### src/rtl/alu_bist_ctrl_if.sv
// ALU-side bus between the BIST controller (master) and the ALU plus its test environment (slave).
// Shared by alu_bist_ctrl, which honours the optional ALU_BIST_ILLEGAL_OP_EN build macro.
interface alu_bist_ctrl_if;
    logic        start;
    logic [31:0] alu_a;
    logic [31:0] alu_b;
    logic [3:0]  alu_control;
    logic [31:0] alu_result;
    logic        alu_zero;
    logic        busy;
    logic        done;
    logic        pass;
    logic [31:0] signature;

    modport master (
        input  start, alu_result, alu_zero,
        output alu_a, alu_b, alu_control, busy, done, pass, signature
    );

    modport slave (
        output start, alu_result, alu_zero,
        input  alu_a, alu_b, alu_control, busy, done, pass, signature
    );
endinterface

### src/rtl/alu_bist_ctrl.sv
// ALU BIST controller: LFSR operands per opcode, MISR compaction, golden-signature compare.
// Define ALU_BIST_ILLEGAL_OP_EN to append the unimplemented opcode 4'b1111 to the sweep.
module alu_bist_ctrl #(
    parameter int unsigned NUM_VECTORS = 64,
    parameter logic [31:0] LFSR_SEED   = 32'hACE1_2468,
    parameter logic [31:0] GOLDEN_SIG  = 32'h0000_0000
) (
    input  logic            clk,
    input  logic            rst_n,
    alu_bist_ctrl_if.master bus
);
`ifdef ALU_BIST_ILLEGAL_OP_EN
    localparam int unsigned NUM_OPS = 9;
`else
    localparam int unsigned NUM_OPS = 8;
`endif
    localparam int unsigned VW        = (NUM_VECTORS > 1) ? $clog2(NUM_VECTORS) : 1;
    localparam int unsigned OW        = 4;
    localparam logic [31:0] LFSR_TAPS = 32'h8020_0003;
    localparam logic [31:0] MISR_POLY = 32'h04C1_1DB7;
    localparam logic [31:0] B_MASK    = 32'h5A5A_5A5A;

    typedef enum logic [1:0] {S_IDLE, S_RUN, S_CMP, S_DONE} state_e;

    state_e        state_q;
    logic [31:0]   lfsr_q;
    logic [31:0]   sig_q;
    logic [31:0]   a_q;
    logic [31:0]   b_q;
    logic [3:0]    ctrl_q;
    logic [VW-1:0] vec_q;
    logic [OW-1:0] op_q;
    logic          busy_q;
    logic          done_q;
    logic          pass_q;

    logic [31:0]   lfsr_d;
    logic [31:0]   sig_d;
    logic [31:0]   b_d;
    logic [VW-1:0] vec_d;
    logic [OW-1:0] op_d;
    logic          last_vec;
    logic          last_op;

    function automatic logic [31:0] lfsr_step(input logic [31:0] x);
        lfsr_step = {1'b0, x[31:1]} ^ (x[0] ? LFSR_TAPS : 32'h0);
    endfunction

    // Sweep index to ALU opcode; 0111 is skipped by the ALU's opcode map.
    function automatic logic [3:0] opcode(input logic [OW-1:0] idx);
        case (idx)
            4'd7:    opcode = 4'b1000;
            4'd8:    opcode = 4'b1111;
            default: opcode = idx;
        endcase
    endfunction

    always_comb begin
        lfsr_d   = lfsr_step(lfsr_q);
        sig_d    = {sig_q[30:0], 1'b0} ^ (sig_q[31] ? MISR_POLY : 32'h0)
                 ^ bus.alu_result ^ {31'b0, bus.alu_zero};
        last_vec = (vec_q == VW'(NUM_VECTORS - 1));
        last_op  = (op_q == OW'(NUM_OPS - 1));
        vec_d    = last_vec ? '0 : vec_q + 1'b1;
        op_d     = last_vec ? op_q + 1'b1 : op_q;
        // Vector 0 of each opcode uses B=A so SUB and XOR must raise zero.
        b_d      = (vec_d == '0) ? lfsr_q : ({lfsr_q[15:0], lfsr_q[31:16]} ^ B_MASK);
    end

    always_ff @(posedge clk) begin
        if (!rst_n) begin
            state_q <= S_IDLE;
            lfsr_q  <= LFSR_SEED;
            sig_q   <= '0;
            a_q     <= '0;
            b_q     <= '0;
            ctrl_q  <= '0;
            vec_q   <= '0;
            op_q    <= '0;
            busy_q  <= 1'b0;
            done_q  <= 1'b0;
            pass_q  <= 1'b0;
        end else begin
            case (state_q)
                S_IDLE, S_DONE: begin
                    if (bus.start) begin
                        state_q <= S_RUN;
                        a_q     <= LFSR_SEED;
                        b_q     <= LFSR_SEED;
                        ctrl_q  <= opcode('0);
                        lfsr_q  <= lfsr_step(LFSR_SEED);
                        vec_q   <= '0;
                        op_q    <= '0;
                        sig_q   <= '0;
                        busy_q  <= 1'b1;
                        done_q  <= 1'b0;
                        pass_q  <= 1'b0;
                    end
                end
                S_RUN: begin
                    sig_q <= sig_d;
                    if (last_vec && last_op) begin
                        state_q <= S_CMP;
                        a_q     <= '0;
                        b_q     <= '0;
                        ctrl_q  <= '0;
                    end else begin
                        a_q    <= lfsr_q;
                        b_q    <= b_d;
                        ctrl_q <= opcode(op_d);
                        vec_q  <= vec_d;
                        op_q   <= op_d;
                        lfsr_q <= lfsr_d;
                    end
                end
                S_CMP: begin
                    pass_q  <= (sig_q == GOLDEN_SIG);
                    busy_q  <= 1'b0;
                    done_q  <= 1'b1;
                    state_q <= S_DONE;
                end
                default: state_q <= S_IDLE;
            endcase
        end
    end

    assign bus.alu_a       = a_q;
    assign bus.alu_b       = b_q;
    assign bus.alu_control = ctrl_q;
    assign bus.busy        = busy_q;
    assign bus.done        = done_q;
    assign bus.pass        = pass_q;
    assign bus.signature   = sig_q;
endmodule

### src/flat_wrapper.sv
// flat-port wrapper written by rule: the top's interface ports become plain ports
module alu_bist_ctrl_flat 
#(
    parameter int unsigned NUM_VECTORS = 64,
    parameter logic [31:0] LFSR_SEED   = 32'hACE1_2468,
    parameter logic [31:0] GOLDEN_SIG  = 32'h0000_0000
)
  (clk, rst_n, bus_start, bus_alu_result, bus_alu_zero, bus_alu_a, bus_alu_b, bus_alu_control, bus_busy, bus_done, bus_pass, bus_signature);
  alu_bist_ctrl_if bus_i ();
  input  logic clk;
  input  logic rst_n;
  input wire logic [$bits(bus_i.start)-1:0] bus_start;
  input wire logic [$bits(bus_i.alu_result)-1:0] bus_alu_result;
  input wire logic [$bits(bus_i.alu_zero)-1:0] bus_alu_zero;
  output wire logic [$bits(bus_i.alu_a)-1:0] bus_alu_a;
  output wire logic [$bits(bus_i.alu_b)-1:0] bus_alu_b;
  output wire logic [$bits(bus_i.alu_control)-1:0] bus_alu_control;
  output wire logic [$bits(bus_i.busy)-1:0] bus_busy;
  output wire logic [$bits(bus_i.done)-1:0] bus_done;
  output wire logic [$bits(bus_i.pass)-1:0] bus_pass;
  output wire logic [$bits(bus_i.signature)-1:0] bus_signature;
  assign bus_i.start = bus_start;
  assign bus_i.alu_result = bus_alu_result;
  assign bus_i.alu_zero = bus_alu_zero;
  assign bus_alu_a = bus_i.alu_a;
  assign bus_alu_b = bus_i.alu_b;
  assign bus_alu_control = bus_i.alu_control;
  assign bus_busy = bus_i.busy;
  assign bus_done = bus_i.done;
  assign bus_pass = bus_i.pass;
  assign bus_signature = bus_i.signature;
  alu_bist_ctrl #(.NUM_VECTORS(NUM_VECTORS), .LFSR_SEED(LFSR_SEED), .GOLDEN_SIG(GOLDEN_SIG)) u_core (.clk(clk), .rst_n(rst_n), .bus(bus_i));
endmodule
### config.mk
export PLATFORM = sky130hd
export DESIGN_NAME = alu_bist_ctrl_flat
export DESIGN_NICKNAME = d
export VERILOG_FILES = /design/src/rtl/alu_bist_ctrl_if.sv /design/src/rtl/alu_bist_ctrl.sv /design/src/flat_wrapper.sv
export SDC_FILE = /design/constraint.sdc
export NUM_CORES = 1
export LEC_CHECK = 0
export CELL_PAD_IN_SITES_DETAIL_PLACEMENT = 0
export CELL_PAD_IN_SITES_GLOBAL_PLACEMENT = 1
export CORE_MARGIN = 3
export CORE_UTILIZATION = 50
export DETAILED_ROUTE_END_ITERATION = 7
export DONT_BUFFER_PORTS = 1
export PLACE_DENSITY_LB_ADDON = 0.1
export SLEW_MARGIN = 20
export SYNTH_ARGS = -nofsm -noshare
export SYNTH_HDL_FRONTEND = slang
export SYNTH_SLANG_ARGS = --single-unit
### constraint.sdc
create_clock -name clk -period 3.15 [get_ports clk]
set_input_delay 0.63 -clock clk [delete_from_list [all_inputs] [get_ports clk]]
set_output_delay 0.63 -clock clk [all_outputs]
set_load 0.1 [all_outputs]
## Yosys cells after proc, flatten, opt, wreduce, memory -nomap -nowiden

Index checks and enable logic that the tools add are counted.

- Mux-type cells: 32
- Reductions and logical operators: 11
- Add/subtract/negate cells: 2
- Eq/ne operators: 10
- Bitwise operators: 5

Operator list:

| operator | number |
|---|---|
| $mux 32 | 8 |
| $pmux 32 s2 | 4 |
| $xor 32x32->32 | 2 |
| $logic_not 32->1 | 1 |
| $xor 31x32->32 | 1 |
| $xor 32x1->32 | 1 |
| $mux 27 | 1 |
| $pmux 4 s2 | 3 |
| $mux 6 | 3 |
| $mux 4 | 4 |
| $not 16->16 | 1 |
| $pmux 6 s2 | 1 |
| $eq 4x3->1 const B | 2 |
| $add 6x1->6 const B | 1 |
| $eq 6x6->1 const B | 1 |
| $logic_not 6->1 | 1 |
| $pmux 1 s2 | 3 |
| $pmux 2 s3 | 1 |
| $reduce_and 2->1 | 3 |
| $add 4x1->4 const B | 1 |
| $eq 2x2->1 const B | 2 |
| $eq 4x4->1 const B | 1 |
| $mux 2 | 2 |
| $ne 2x2->1 const B | 2 |
| 8 further kinds | 10 |

- Logic and storage cells: 71
- Output and inout port bits: 103
- Input port bits: 36
- Register bits after elaboration: 147

## Logic depth before layout (Yosys ltp)

Gate-level depths: netlist (run 1).

- Depth in word-level cells: 6
- Gate-level depth with buffers: 9
- Gate-level depth less buffers: 7

## Worst setup path before layout (run 1)

OpenSTA, ideal clock, no wires.

- Kind: reg-to-reg
- Start point: register u_core.sig_q[31] (netlist: u_core.bus.signature[31])
- End point: register u_core.sig_q[10] (netlist: u_core.bus.signature[10])
- Buffers on the path: 2
- Arrival time: 1.882 ns
- Setup time: 0.128 ns
- Period minus slack after synthesis: 2.010 ns
- Setup slack: 1.140 ns
- Stages on the path, launching flop included: 6
- Data required time: 3.022 ns
- Cell sequence: dfxtp_1 > clkbuf_1 > buf_2 > xnor2_1 > a22oi_1 > nor2_1

- Cells in the longest elaborated chain, start to end: 5

Ends and longest elaborated chain:

| what | RTL line | source |
|---|---|---|
| from (decl) | alu_bist_ctrl.sv:27 | `logic [31:0] sig_q;` |
| from (signal assigned) | alu_bist_ctrl.sv:101 | `sig_q <= sig_d;` |
| $mux 27 | alu_bist_ctrl.sv:60 | `sig_d = {sig_q[30:0], 1'b0} ^ (sig_q[31] ? MISR_POLY : 32'h0)` |
| $xor 32x32->32 | alu_bist_ctrl.sv:60 |  |
| $xor 32x32->32 | alu_bist_ctrl.sv:61 | `^ bus.alu_result ^ {31'b0, bus.alu_zero};` |
| $xor 32x1->32 | alu_bist_ctrl.sv:61 |  |
| $pmux 32 s2 | alu_bist_ctrl.sv:84 | `case (state_q)` |

No other way between the ends.
A chain may end at the register's enable or synchronous reset.

## Worst setup path after layout (run 1)

- Start point: register u_core.state_q[0]
- End point: register u_core.ctrl_q[1] (netlist: u_core.bus.alu_control[1])

- Cells in the longest elaborated chain, start to end: 4
- Elaborated cells between the ends (all ways): 8
- Classes of those cells: eq/ne (3); mux (1); reduce/logical (4)

Ends and longest elaborated chain:

| what | RTL line | source |
|---|---|---|
| from (decl) | alu_bist_ctrl.sv:25 | `state_e state_q;` |
| from (signal assigned) | alu_bist_ctrl.sv:72 | `state_q <= S_IDLE;` |
| from (signal assigned) | alu_bist_ctrl.sv:87 | `state_q <= S_RUN;` |
| from (signal assigned) | alu_bist_ctrl.sv:103 | `state_q <= S_CMP;` |
| $eq 2x2->1 or $logic_not 2->1 (tied branches) | alu_bist_ctrl.sv:84 |  |
| $reduce_or 2->1 | alu_bist_ctrl.sv:84 |  |
| $ne 2x2->1 (no line) or $reduce_bool 2->1 (tied branches) | -- |  |
| $reduce_and 2->1 (no line) | -- |  |
| to (signal assigned) | alu_bist_ctrl.sv:90 | `ctrl_q <= opcode('0);` |
| to (signal assigned) | alu_bist_ctrl.sv:110 | `ctrl_q <= opcode(op_d);` |
| to (decl) | alu_bist_ctrl.sv:30 | `logic [3:0] ctrl_q;` |

Several ways; a longest one is shown, not always the timed one.

==> results of run 1 <==
-- per-stage QoR --
step	hold WS [ns]	utilization [%]	cells	area, µm²
finish	0.280	57.9	885	6980
global route	0.272	57.9	885	6980
CTS	0.263	57.8	885	6980
detailed placement	0.482	52.8	854	6370
global placement	0.480	52.8	854	6370
floorplan	0.462	-	715	6210
-- worst paths after layout --
check	startpoint	to	slack, ns
setup / recovery	u_core.state_q[0]	u_core.bus.alu_control[1]	0.47
hold reg to reg	u_core.lfsr_q[18]	u_core.lfsr_q[18]	0.49
hold / removal	rst_n	u_core.lfsr_q[21]	0.28
setup reg to reg	u_core.state_q[0]	u_core.bus.alu_control[1]	0.47
-- area by class of cell --
class	count	area share (%)
clock inverter	7	1.38
inverter	5	0.287
sequential	147	42.2
tap	168	3.01
clock buffer	24	7.33
multi-input combinational	511	43.2
timing repair buffer	23	2.65
-- cell usage after synthesis, types with 3 or more instances --
master	count
clkbuf_1	26
xor2_1	20
mux2i_1	16
a21oi_1	98
xnor2_1	30
a311oi_1	3
buf_2	23
and3_1	3
nor3_1	5
dfxtp_1	147
o21ai_0	17
o21ai_1	5
nor2_1	53
a221oi_1	3
nand3_1	22
a22o_1	12
nand4_1	3
a22oi_1	35
nor4_1	11
inv_1	4
o22ai_1	15
nand2_1	115
ha_1	5
-- registers in the layout, summed over array words and instances (netlist names) --
register and flops:
u_core.bus.alu_a 32, u_core.bus.alu_b 32, u_core.bus.alu_control 4, u_core.bus.busy 1, u_core.bus.done 1, u_core.bus.pass 1, u_core.bus.signature 32, u_core.lfsr_q 32
u_core.op_q 4, u_core.state_q 2, u_core.vec_q 6
-- layer usage --
metal / up-vias / share of wire [%]
met5: - / 0
met4: 0 / 1.3
met3: 10 / 5.9
met2: 133 / 47
met1: 2426 / 46
li1: 2513 / -
-- cell families (layout without fill, tap and decap cells) --
group	Yosys count	after routing	share of synthesized area, %
and+or+nand+nor	229	229	16.3
AOI/OAI and AO/OA	210	210	21.2
DFF	147	147	47.4
buffers and inverters	57	59	4.15
xor gates and xnor gates	50	50	7.05
muxes	17	17	2.94
adders and majority gates	5	5	1.01
==> results.py, run 1 <==
metrics = {
    "yosys": {
        "synth_area_leaders": "dfxtp_1, a21oi_1, nand2_1, a22oi_1, xnor2_1",
        "synth_fp_nets": 756,
        "synth_edf_count": 0,
        "avgSynthCellArea_um2": 8.68,
        "ys.flop_type": "dfxtp_1",
        "syn_area_um2": 6210,
        "yosysWarningCount": 0,
        "yosysTopAreaCell": "dfxtp_1",
        "seq_area_frac_synth_pct": 47.4,
        "synth_top_area_share_pct": 47.4,
        "postSynth.asyncResetShare_pct": 0,
        "ys_ff_latch": 147,
        "synth_cells": 715,
        "synth.distinct_cells": 58,
    },
    "drt": {
        "dr_total_vias": 5082,
        "finalWirelength_mm": 15.9,
        "ant_nets": 0,
        "post_drt_wl_per_cell_um": 17.9,
        "firstDrtPassIters": 5,
        "drtIter0Drc": 457,
        "drc": 0,
        "via_per_inst": 5.74,
    },
    "global_routing": {
        "grt.met3_usage_pct": 6.46,
        "use_met1_pct": 30.6,
        "grt-ovfl-total": 0,
        "grt_pass1_vias": 4945,
        "grt_pass1_wl_mm": 25.9,
        "antenna_found_initial": 0,
        "track_usage_pct": 23.0,
        "met2_usage_pct": 35.9,
        "busiest_layer": "met2",
        "grt_max_degree": 114,
    },
    "placed_design": {
        "pre_cts_slack_ns": 0.436,
        "port_buffers": 0,
        "gp_congestion": 0.790,
        "dpl.hpwl_mm": 10.8,
    },
    "clock_network": {
        "cts_tree": "done",
        "cts_buffers": 17,
        "post_cts_buffers": 0,
        "cts_hold_buf": 0,
        "h-tree-depth": 4,
        "clkLatencyLatePin_ns": 0.42,
        "cts_resized": 0,
        "cts.sinks": 147,
        "path_clk_slew_ns": 0.06,
        "clock_path_buffers": 2,
        "cts-root-buf": "clkbuf_16",
    },
    "sta": {
        "skew_ns": 0.0168,
        "period_needed_ns": 2.68,
        "timing.fmax_ghz": 0.373,
        "setup_ws_ns": 0.467,
        "rsz0062_at_grt": "no",
        "finalSetupTns_ns": 0,
        "max_slew_margin_pct": 27.0,
        "worst_slew_pin_slew_ns": 1.09,
        "hold_viol": 0,
        "final.period_utilization_pct": 85.2,
        "setup_viol": 0,
        "drv_slew": 0,
    },
    "setup_path": {
        "worstSetupPathDepth": 7,
        "worstPathCellList": "inv_1, ha_1, mux2i_4, buf_4, nand2_1, a21boi_0, a221oi_1",
        "critPathCaptureType": "flop",
        "path_max_fanout": 81,
        "cp_slowest_stage_delay_ns": 0.69,
        "arrival_ns": 2.99,
        "slowest_stage": "buf_4",
        "path_delay_family": "buffers and inverters",
        "crit_type": "flop to flop",
        "worst_ep_required_time_ns": 3.46,
        "ff2ff_path_depth": 7,
        "start_kind": "flop",
        "worst-path-buf-inv": 2,
    },
    "die": {
        "coreArea_um2": 12100,
        "dieArea_um2": 13800,
        "rows": 40,
        "die_h_um": 117,
        "ioPinCount": 139,
        "die_width_um": 117,
        "start_util_pct": 51.5,
    },
    "layout": {
        "layout-drive-gt1-share_pct": 9.48,
        "insertedDiodeCount": 0,
        "mostFrequentLayoutCells": "dfxtp_1, nand2_1, a21oi_1",
        "area_growth_pct": 12.5,
        "final_common_cell": "dfxtp_1",
        "multi_input_area_um2": 3020,
        "seq_area_um2": 2940,
        "fillers": 1093,
        "fin_nets": 746,
    },
    "min_path": {
        "hold_depth": 1,
        "min_path_type": "input port to flop",
    },
    "run": {
        "drv_cap": 0,
    },
    "status": {
        "status": "finished clean",
    },
}
Power of run 1 is left out: the tool's default activity adds up to more than one toggle a clock period on the data nets, which glitch-free logic cannot reach.
==> inputs of run 2 (changes only) <==
--- a/config.mk
+++ b/config.mk
@@ -5,13 +5,14 @@
 export SDC_FILE = /design/constraint.sdc
 export NUM_CORES = 1
 export LEC_CHECK = 0
+export ABC_AREA = 1
 export CELL_PAD_IN_SITES_DETAIL_PLACEMENT = 0
 export CELL_PAD_IN_SITES_GLOBAL_PLACEMENT = 1
 export CORE_MARGIN = 3
-export CORE_UTILIZATION = 50
+export CORE_UTILIZATION = 49
 export DETAILED_ROUTE_END_ITERATION = 7
 export DONT_BUFFER_PORTS = 1
-export PLACE_DENSITY_LB_ADDON = 0.1
+export PLACE_DENSITY = 0.83
 export SLEW_MARGIN = 20
 export SYNTH_ARGS = -nofsm -noshare
 export SYNTH_HDL_FRONTEND = slang
==> constraint.sdc (replaced) <==
create_clock -name clk -period 3.15 [get_ports clk]
set_input_delay 0.63 -clock clk [delete_from_list [all_inputs] [get_ports clk]]
set_output_delay 0.63 -clock clk [all_outputs]
set_load 0.005 [all_outputs]
==> run 2 against run 1 <==
  * Clock skew fell by 0.0084 ns
  * Critical path depth increased by 4
  * Global-route usage shrank 0.36 points
  * Critical endpoint is now u_core.lfsr_q[0]
  * Largest cell class unchanged
  * Highest routed layer unchanged
==> results.py, run 2 <==
metrics = {
    "die": {
        "die_h_um": 122,
        "start_util_pct": 51.0,
        "rows": 41,
        "coreArea_um2": 12900,
        "dieArea_um2": 14800,
        "ioPinCount": 139,
        "die_width_um": 122,
    },
    "layout": {
        "insertedDiodeCount": 0,
        "final_cells": 1029,
        "fillers": 1218,
        "multi_input_area_um2": 3100,
        "seq_area_um2": 2940,
        "fin_nets": 885,
        "mostFrequentLayoutCells": "nand2_1, dfxtp_1, a21oi_1",
        "area_growth_pct": 9.26,
        "layout-drive-gt1-share_pct": 8.63,
        "final_common_cell": "nand2_1",
    },
    "yosys": {
        "ys_ff_latch": 147,
        "synth_top_area_share_pct": 44.8,
        "yosysTopAreaCell": "dfxtp_1",
        "synth_area_leaders": "dfxtp_1, nand2_1, a21oi_1, nand3_1, xor2_1",
        "ys.flop_type": "dfxtp_1",
        "postSynth.asyncResetShare_pct": 0,
        "syn_area_um2": 6570,
        "yosysWarningCount": 0,
        "synth_commonest_cells": "nand2_1, dfxtp_1, a21oi_1",
        "yosysMostFrequentCell": "nand2_1",
        "seq_area_frac_synth_pct": 44.8,
        "synth_edf_count": 0,
        "synth_fp_nets": 911,
        "synth.distinct_cells": 36,
        "avgSynthCellArea_um2": 7.55,
        "synth_cells": 870,
    },
    "setup_path": {
        "worst-path-buf-inv": 4,
        "worst_ep_required_time_ns": 3.50,
        "path_delay_family": "simple AND/OR/NAND/NOR gates",
        "crit_type": "flop to flop",
        "path_max_fanout": 26,
        "arrival_ns": 2.87,
        "slowest_stage": "inv_2",
        "worstPathCellList": "inv_1, ha_1, nand2_1, inv_1, nor2_4, inv_2, nand2_2, nand2_2, inv_2, nand2_1, a21oi_1",
        "start_kind": "flop",
        "critPathCaptureType": "flop",
        "cp_slowest_stage_delay_ns": 0.42,
    },
    "pwr": {
        "p_clk_share_pct": 28.0,
        "sequentialPowerShare_pct": 39.6,
        "p_comb_share_pct": 32.5,
        "swShare_pct": 39.5,
        "ir_drop_uv": 668,
        "p_leak_nw": 2.83,
        "internal_power_mw": 4.39,
        "power_mw": 7.25,
        "power_switching_mw": 2.87,
        "cellPowerDensity_nw_per_um2": 1010,
    },
    "clock_network": {
        "clkLatencyLatePin_ns": 0.42,
        "cts_resized": 0,
        "clock_path_buffers": 2,
        "post_cts_buffers": 0,
        "path_clk_slew_ns": 0.06,
        "cts_tree": "done",
        "cts-root-buf": "clkbuf_16",
        "cts_buffers": 17,
        "cts_hold_buf": 0,
        "h-tree-depth": 4,
        "cts.sinks": 147,
    },
    "drt": {
        "post_drt_wl_per_cell_um": 16.3,
        "ant_nets": 0,
        "firstDrtPassIters": 5,
        "drc": 0,
        "finalWirelength_mm": 16.8,
        "via_per_inst": 5.40,
        "drtIter0Drc": 422,
        "dr_total_vias": 5553,
    },
    "sta": {
        "drv_slew": 0,
        "timing.fmax_ghz": 0.397,
        "period_needed_ns": 2.52,
        "hold_viol": 0,
        "rsz0062_at_grt": "no",
        "max_slew_margin_pct": 38.2,
        "final.period_utilization_pct": 80.0,
        "worst_slew_pin_slew_ns": 0.927,
        "finalSetupTns_ns": 0,
        "skew_ns": 0.00837,
        "setup_viol": 0,
    },
    "global_routing": {
        "track_usage_pct": 22.7,
        "met2_usage_pct": 33.9,
        "grt_pass1_wl_mm": 26.3,
        "use_met1_pct": 32.0,
        "grt-ovfl-total": 0,
        "grt.met3_usage_pct": 5.94,
        "grt_max_degree": 132,
        "antenna_found_initial": 0,
        "busiest_layer": "met2",
        "grt_pass1_vias": 5029,
    },
    "placed_design": {
        "dpl.hpwl_mm": 11.9,
        "dp_cells": 997,
        "port_buffers": 0,
        "gp_congestion": 0.886,
    },
    "status": {
        "status": "finished clean",
    },
    "min_path": {
        "min_path_type": "input port to flop",
    },
    "run": {
        "drv_cap": 0,
    },
}
[run 2: cell types whose count changed in the layout (fill, tap and decap cells not counted), moves of 11 or more]
cell      before  now
mux2i_1       16    0
buf_4         22    8
nand3b_1       0   11
a21oi_1       98  129
nor2_1        53   21
o22ai_1       15    4
a22o_1        12    0
nand2_1      115  253
nand3_1       22   64
a22oi_1       35    0
inv_1          4   57
[run 2: kinds of logic (layout without fill, tap and decap cells)]
group	Yosys count	count (layout)	share of synthesized area [%]
simple gates	377	377	25.1
xor+xnor	47	47	6.27
fa+ha+maj	5	5	0.952
compound gates	176	176	14.8
buf+inv	118	105	8.09
flops	147	147	44.8
[run 2: area by class of cell]
| type | count | share of cell area [%] |
|---|---|---|
| Multi-Input combinational cell | 605 | 43.2 |
| Sequential cell | 147 | 41.0 |
| Clock buffer | 20 | 6.08 |
| Inverter | 64 | 3.36 |
| Tap cell | 172 | 3.00 |
| Clock inverter | 12 | 2.21 |
| Timing Repair Buffer | 9 | 1.12 |
[run 2: path summary, 6_finish.rpt]
check	from	end	slack, ns	cells after the start
setup / recovery	u_core.state_q[0]	u_core.lfsr_q[0]	0.63	11
hold / removal	rst_n	u_core.lfsr_q[21]	0.29	1
setup reg to reg	u_core.state_q[0]	u_core.lfsr_q[0]	0.63	11
hold reg to reg	u_core.bus.alu_b[7]	u_core.bus.alu_b[7]	0.48	2
[run 2: worst reg2reg max path: stages (launching register included)]
cell     delay, ns
dfxtp_1       0.37
inv_1         0.08
ha_1          0.32
nand2_1       0.14
inv_1         0.12
nor2_4        0.13
inv_2         0.07
nand2_2       0.19
nand2_2       0.36
inv_2         0.43
nand2_1       0.09
a21oi_1       0.15
[run 2: per-layer routing]
layer	up-vias	part of all wire [%]
li1	2781	-
met1	2561	47
met2	191	43
met3	20	7.7
met4	0	1.3
met5	-	0
[run 2: per-stage QoR]
step	hold WS [ns]	cell area, µm²	utilization (%)	worst slack, ns
after CTS	0.279	7180	55.7	0.654
after global placement	0.463	6580	51.1	0.787
after floorplan	0.453	6570	-	1.37
after detailed placement	0.478	6580	51.1	0.670
after global routing	0.277	7180	55.7	0.316
final	0.292	7180	55.7	0.629
[run 2: power by group through the flow]
stage / logic, mW / clock network (mW) / registers [mW]
floorplan: 1.96 / 0 / 2.72
global placement: 2.29 / 0 / 2.90
detailed placement: 2.34 / 0 / 2.91
CTS: 2.36 / 2.06 / 2.87
global route: 2.67 / 2.13 / 2.94
finish: 2.35 / 2.03 / 2.87
Note: power is estimated with default switching activity, not from simulation.
